## src/rtl/serial_adder.sv

```systemverilog
// ---------------------------------------------------------------------------
// serial_adder
//
// Bit-serial adder/subtractor. A single full-adder cell is reused for WIDTH
// consecutive clock cycles, LSB first, to add (a + b + cin) or subtract
// (a - b - cin) two WIDTH-bit operands. Subtraction is performed as
// a + ~b + ~cin, so in sub mode cout = 1 means "no borrow".
//
// A start/busy/done handshake frames each operation:
//   - start is accepted in IDLE or DONE. It is ignored while an operation
//     is running.
//   - busy is high for the WIDTH cycles of RUN.
//   - done pulses for one cycle (the DONE state), when sum/cout/ovf update.
//
// Ports:
//   clk    rising-edge clock
//   rst    synchronous active-high reset (priority over start)
//   start  request a new operation
//   a, b   operands, captured on an accepted start
//   cin    carry-in (add) / borrow-in (sub), captured on an accepted start
//   sub    0 = add, 1 = subtract, captured on an accepted start
//   sum    result of the last completed operation
//   cout   carry out of the MSB cell
//   ovf    two's-complement overflow of the last completed operation
//   busy   operation in progress
//   done   one-cycle completion pulse
// ---------------------------------------------------------------------------
module serial_adder #(
  parameter int WIDTH = 8
) (
  input  logic             clk,
  input  logic             rst,
  input  logic             start,
  input  logic [WIDTH-1:0] a,
  input  logic [WIDTH-1:0] b,
  input  logic             cin,
  input  logic             sub,
  output logic [WIDTH-1:0] sum,
  output logic             cout,
  output logic             ovf,
  output logic             busy,
  output logic             done
);

  localparam int CNT_W = (WIDTH > 1) ? $clog2(WIDTH) : 1;
  localparam logic [CNT_W-1:0] LAST_BIT = CNT_W'(WIDTH - 1);

  typedef enum logic [1:0] {
    IDLE = 2'd0,
    RUN  = 2'd1,
    DONE = 2'd2
  } state_t;

  // Full-adder cell: sum and majority carry.
  function automatic logic fa_sum(input logic x, input logic y, input logic c);
    return x ^ y ^ c;
  endfunction

  function automatic logic fa_carry(input logic x, input logic y, input logic c);
    return (x & y) | (x & c) | (y & c);
  endfunction

  state_t           state;
  logic [CNT_W-1:0] cnt;

  // Operand shift registers: the bit under processing is always at index 0.
  logic [WIDTH-1:0] op_a;
  logic [WIDTH-1:0] op_b;
  logic             carry;

  // Partial result: holds bits 0..cnt-1, filled MSB-in / shift-right so that
  // together with the final sum bit it forms the complete result.
  logic [WIDTH-2:0] res_sr;

  logic             accept;
  logic             running;
  logic             last;
  logic             s_bit;
  logic             c_nxt;
  logic [WIDTH-1:0] res_nxt;

  always_comb begin
    accept  = start && ((state == IDLE) || (state == DONE));
    running = (state == RUN);
    last    = running && (cnt == LAST_BIT);
    s_bit   = fa_sum(op_a[0], op_b[0], carry);
    c_nxt   = fa_carry(op_a[0], op_b[0], carry);
    res_nxt = {s_bit, res_sr};
  end

  // Datapath: operand capture and per-bit shifting. Not reset: the contents
  // are meaningless outside RUN and are always reloaded on accept.
  always_ff @(posedge clk) begin
    if (accept) begin
      op_a  <= a;
      op_b  <= sub ? ~b : b;
      carry <= sub ? ~cin : cin;
    end else if (running) begin
      op_a   <= op_a >> 1;
      op_b   <= op_b >> 1;
      carry  <= c_nxt;
      res_sr <= res_nxt[WIDTH-1:1];
    end
  end

  // Control FSM and registered result/flag outputs.
  always_ff @(posedge clk) begin
    if (rst) begin
      state <= IDLE;
      cnt   <= '0;
      busy  <= 1'b0;
      done  <= 1'b0;
      sum   <= '0;
      cout  <= 1'b0;
      ovf   <= 1'b0;
    end else begin
      done <= 1'b0;
      case (state)
        IDLE, DONE: begin
          if (start) begin
            state <= RUN;
            busy  <= 1'b1;
            cnt   <= '0;
          end else begin
            state <= IDLE;
          end
        end
        RUN: begin
          if (last) begin
            // Counter is left at WIDTH-1 rather than wrapping; it is
            // cleared on the next accept.
            state <= DONE;
            busy  <= 1'b0;
            done  <= 1'b1;
            sum   <= res_nxt;
            cout  <= c_nxt;
            // Overflow: carry into the MSB cell differs from carry out.
            ovf   <= carry ^ c_nxt;
          end else begin
            cnt <= cnt + CNT_W'(1);
          end
        end
        default: begin
          state <= IDLE;
          busy  <= 1'b0;
        end
      endcase
    end
  end

endmodule

```

## config.mk

```make
export PLATFORM = sky130hd
export DESIGN_NAME = serial_adder
export DESIGN_NICKNAME = d
export VERILOG_FILES = /design/src/rtl/serial_adder.sv
export SDC_FILE = /design/constraint.sdc
export NUM_CORES = 1
export LEC_CHECK = 0
export CAP_MARGIN = 20
export CORE_ASPECT_RATIO = 0.5
export CORE_UTILIZATION = 25
export DETAILED_ROUTE_END_ITERATION = 8
export GPL_TIMING_DRIVEN = 0
export HOLD_SLACK_MARGIN = 0.15
export PLACE_DENSITY_LB_ADDON = 0.08
export SLEW_MARGIN = 5
export SYNTH_ARGS = -nofsm -noshare
export SYNTH_HDL_FRONTEND = slang
export SYNTH_SLANG_ARGS = --single-unit
```

## constraint.sdc

```tcl
create_clock -name clk -period 3.7 [get_ports clk]
set_input_delay 0.37 -clock clk [delete_from_list [all_inputs] [get_ports clk]]
set_output_delay 0.37 -clock clk [all_outputs]
set_load 0.02 [all_outputs]
```

==> reports/metrics.yaml <==
min_period_ns: 1.63
antenna_found_initial: 0
hpwl_mm: 2.20
wire_per_inst_microns: 12.0
maxCapViolCount: 0
clk_path_buf_depth: 2
avgSynthCellArea_sq_um: 12.0
ir_worst_vdd_mv: 0.182
die_h_microns: 60.1
max_slew_margin_pct: 59.5
grt_pass1_wl_mm: 5.36
setup_slack_ns: 2.07
synth-seq-area-share_pct: 62.9
drv_slew: 0
cts_setup_buffers: 0
drive_gt1_share_pct: 16.2
synthDistinctLibCells: 26
hold_viol_final: 0
final_nets: 202
crit_path_start_kind: "flop"
hold_buffers: 0
path_class: "reg2out"
drc: 0
start_util_pct: 26.9
path_cells: "clkdlybuf4s50_1"
critPathRequiredTime_ns: 3.33
ys_warn_count: 0
area_growth_pct: 35.7
grt_pass1_vias: 1057
synthTopCellsByArea: "edfxtp_1, dfxtp_1, nand2_1, xnor2_1, mux2_2"
hp-class: "in2reg"
ys.flop_type: "edfxtp_1"
power_density_nw_per_um2: 510
pin_count: 33
wirelength_mm: 3.20
synth_top_area_share_pct: 42.7
tns_ns: 0
synth-edff-count: 24
dr.first_iter.drc_count: 34
fp.dieW_microns: 118
crit_path_end_kind: "output port"
netlist_top_cells_count: "nand2_1, edfxtp_1, dfxtp_1"
status: "finished clean"
slowest_stage: "clkdlybuf4s50_1"
crit_path_start: "ovf$_SDFFE_PP0P_"
cts-root-buf: "clkbuf_16"
skew_ns: 0.00847
critical_path.top_delay_family: "buffers and inverters"
rsz0062_at_grt: "false"
die_area_sq_um: 7100
r2r-end: "cnt[2]$_SDFFE_PP0P_"
htreeDepth: 2
place_ws_ns: 1.83
cts_inserted_buffers: 5
cts.sinks: 41
cts_tree: "built"
critPathArrivalTime_ns: 1.26
gp_congestion: 0.691
synth_cells: 140
cts.clk_slew.worst_paths_ns: 0.06
reg2reg_setup_slack_ns: 2.23
cp_num_buf_inv: 1
critPathMaxStageDelay_ns: 0.62
synth_top_cell_by_area: "edfxtp_1"
r2r_cells: 5
avgViaCountPerCell: 4.03
io_buffers: 30
r2r_start: "cnt[0]$_SDFFE_PP0P_"
ant_nets: 0
syn-cell-area_sq_um: 1690
synth_fp_nets: 164
overflow: 0
vias: 1077
ys_seq_elements: 41
core_sq_um: 6280
grt_usage_pct: 10.5
grt_max_degree: 18
period_share_pct: 43.9
critical_path.endpoint: "ovf"
worst-slew-pin-transition_ns: 0.606
max_freq_ghz: 0.615
post_cts_resized: 0
synthArstFlopShare_pct: 0
leakagePower_uw: 0.000799
crit_cells: 1
crit_path_max_fanout: 2
rows: 20
finalSetupViolations: 0
diodes: 0
firstDrtPassIters: 4
clock_latency_ns: 0.28
yosysMostFrequentCell: "nand2_1"
[cells in the final DEF (no fill, tap or decap), drive strengths merged]
| master | netlist | final |
|---|---|---|
| o32a | 1 | 1 |
| bufinv | 0 | 1 |
| buf | 7 | 8 |
| and3 | 1 | 1 |
| and3b | 1 | 1 |
| dfxtp | 17 | 17 |
| nor3b | 1 | 1 |
| clkdlybuf4s50 | 0 | 30 |
| a21oi | 13 | 13 |
| ha | 2 | 2 |
| clkbuf | 1 | 8 |
| xnor2 | 10 | 10 |
| mux2 | 7 | 7 |
| edfxtp | 24 | 24 |
| fa | 1 | 1 |
| nand2 | 28 | 28 |
| o21ai | 9 | 9 |
| nand3 | 3 | 3 |
| a211oi | 1 | 1 |
| nand3b | 1 | 1 |
| or3b | 1 | 1 |
| nor2 | 7 | 7 |
| inv | 2 | 2 |
| nand2b | 2 | 2 |
[kinds of logic after synthesis]
kind of cell	share of synthesized area, %
buffers and inverters	4.01
adder cells (fa/ha/maj)	2.67
AO/OA/AOI/OAI	8.16
multiplexers	4.67
AND/OR/NAND/NOR	12.4
XOR/XNOR	5.19
flip-flops	62.9
[routing by layer]
layer	share of wire (%)	up-vias	track usage [%]
li1	-	557	-
met1	52	487	13.4
met2	42	26	15.5
met3	4.6	7	4.10
met4	1.8	0	5.49
met5	0	-	0
[final cells by class]
cell class	instances	area (sq um)
sequential	41	1060
multi-input combinational	89	562
buffer	8	60.1
inverter	2	7.51
fill	669	3990
clock inverter	1	30.0
timing repair buffer	31	315
tap	88	110
clock buffer	7	143
[registers in the layout, summed over array words and instances (netlist names)]
signal  count
busy        1
carry       1
cnt         3
cout        1
done        1
op_a        8
op_b        8
ovf         1
res_sr      7
state       2
sum         8
[worst min path at each step]
stage,startpoint,endpoint,slack [ns],cells past startpoint
2_1_floorplan,res_sr[1]$_DFFE_PP_,res_sr[0]$_DFFE_PP_,0.43,0
3_3_place_gp,res_sr[6]$_DFFE_PP_,res_sr[5]$_DFFE_PP_,0.43,0
3_5_place_dp,res_sr[2]$_DFFE_PP_,res_sr[1]$_DFFE_PP_,0.44,0
4_1_cts,rst,state[0]$_SDFFE_PP0P_,0.38,2
5_1_grt,rst,state[0]$_SDFFE_PP0P_,0.39,2
6_report,rst,state[0]$_SDFFE_PP0P_,0.39,2
[per-stage QoR]
stage                     power, uW  utilization [%]  cells  hold slack [ns]  instance area, sq um
after floorplan                 624                -    140            0.426                  1690
after global placement          667             33.4    258            0.433                  2100
after detailed placement        674             33.7    259            0.436                  2120
after CTS                      1190             36.4    267            0.376                  2290
after global routing           1230             36.4    267            0.391                  2290
final                          1170             36.4    267            0.387                  2290
[power breakdown]
| part | switching (uW) | leakage (uW) | internal (uW) |
|---|---|---|---|
| sequential | 14.0 | 0.000374 | 531 |
| combinational | 54.5 | 0.000341 | 61.7 |
| clock | 169 | 0.0000841 | 337 |
| total | 238 | 0.000799 | 930 |
No activity file was read; power rests on OpenSTA's default activity.
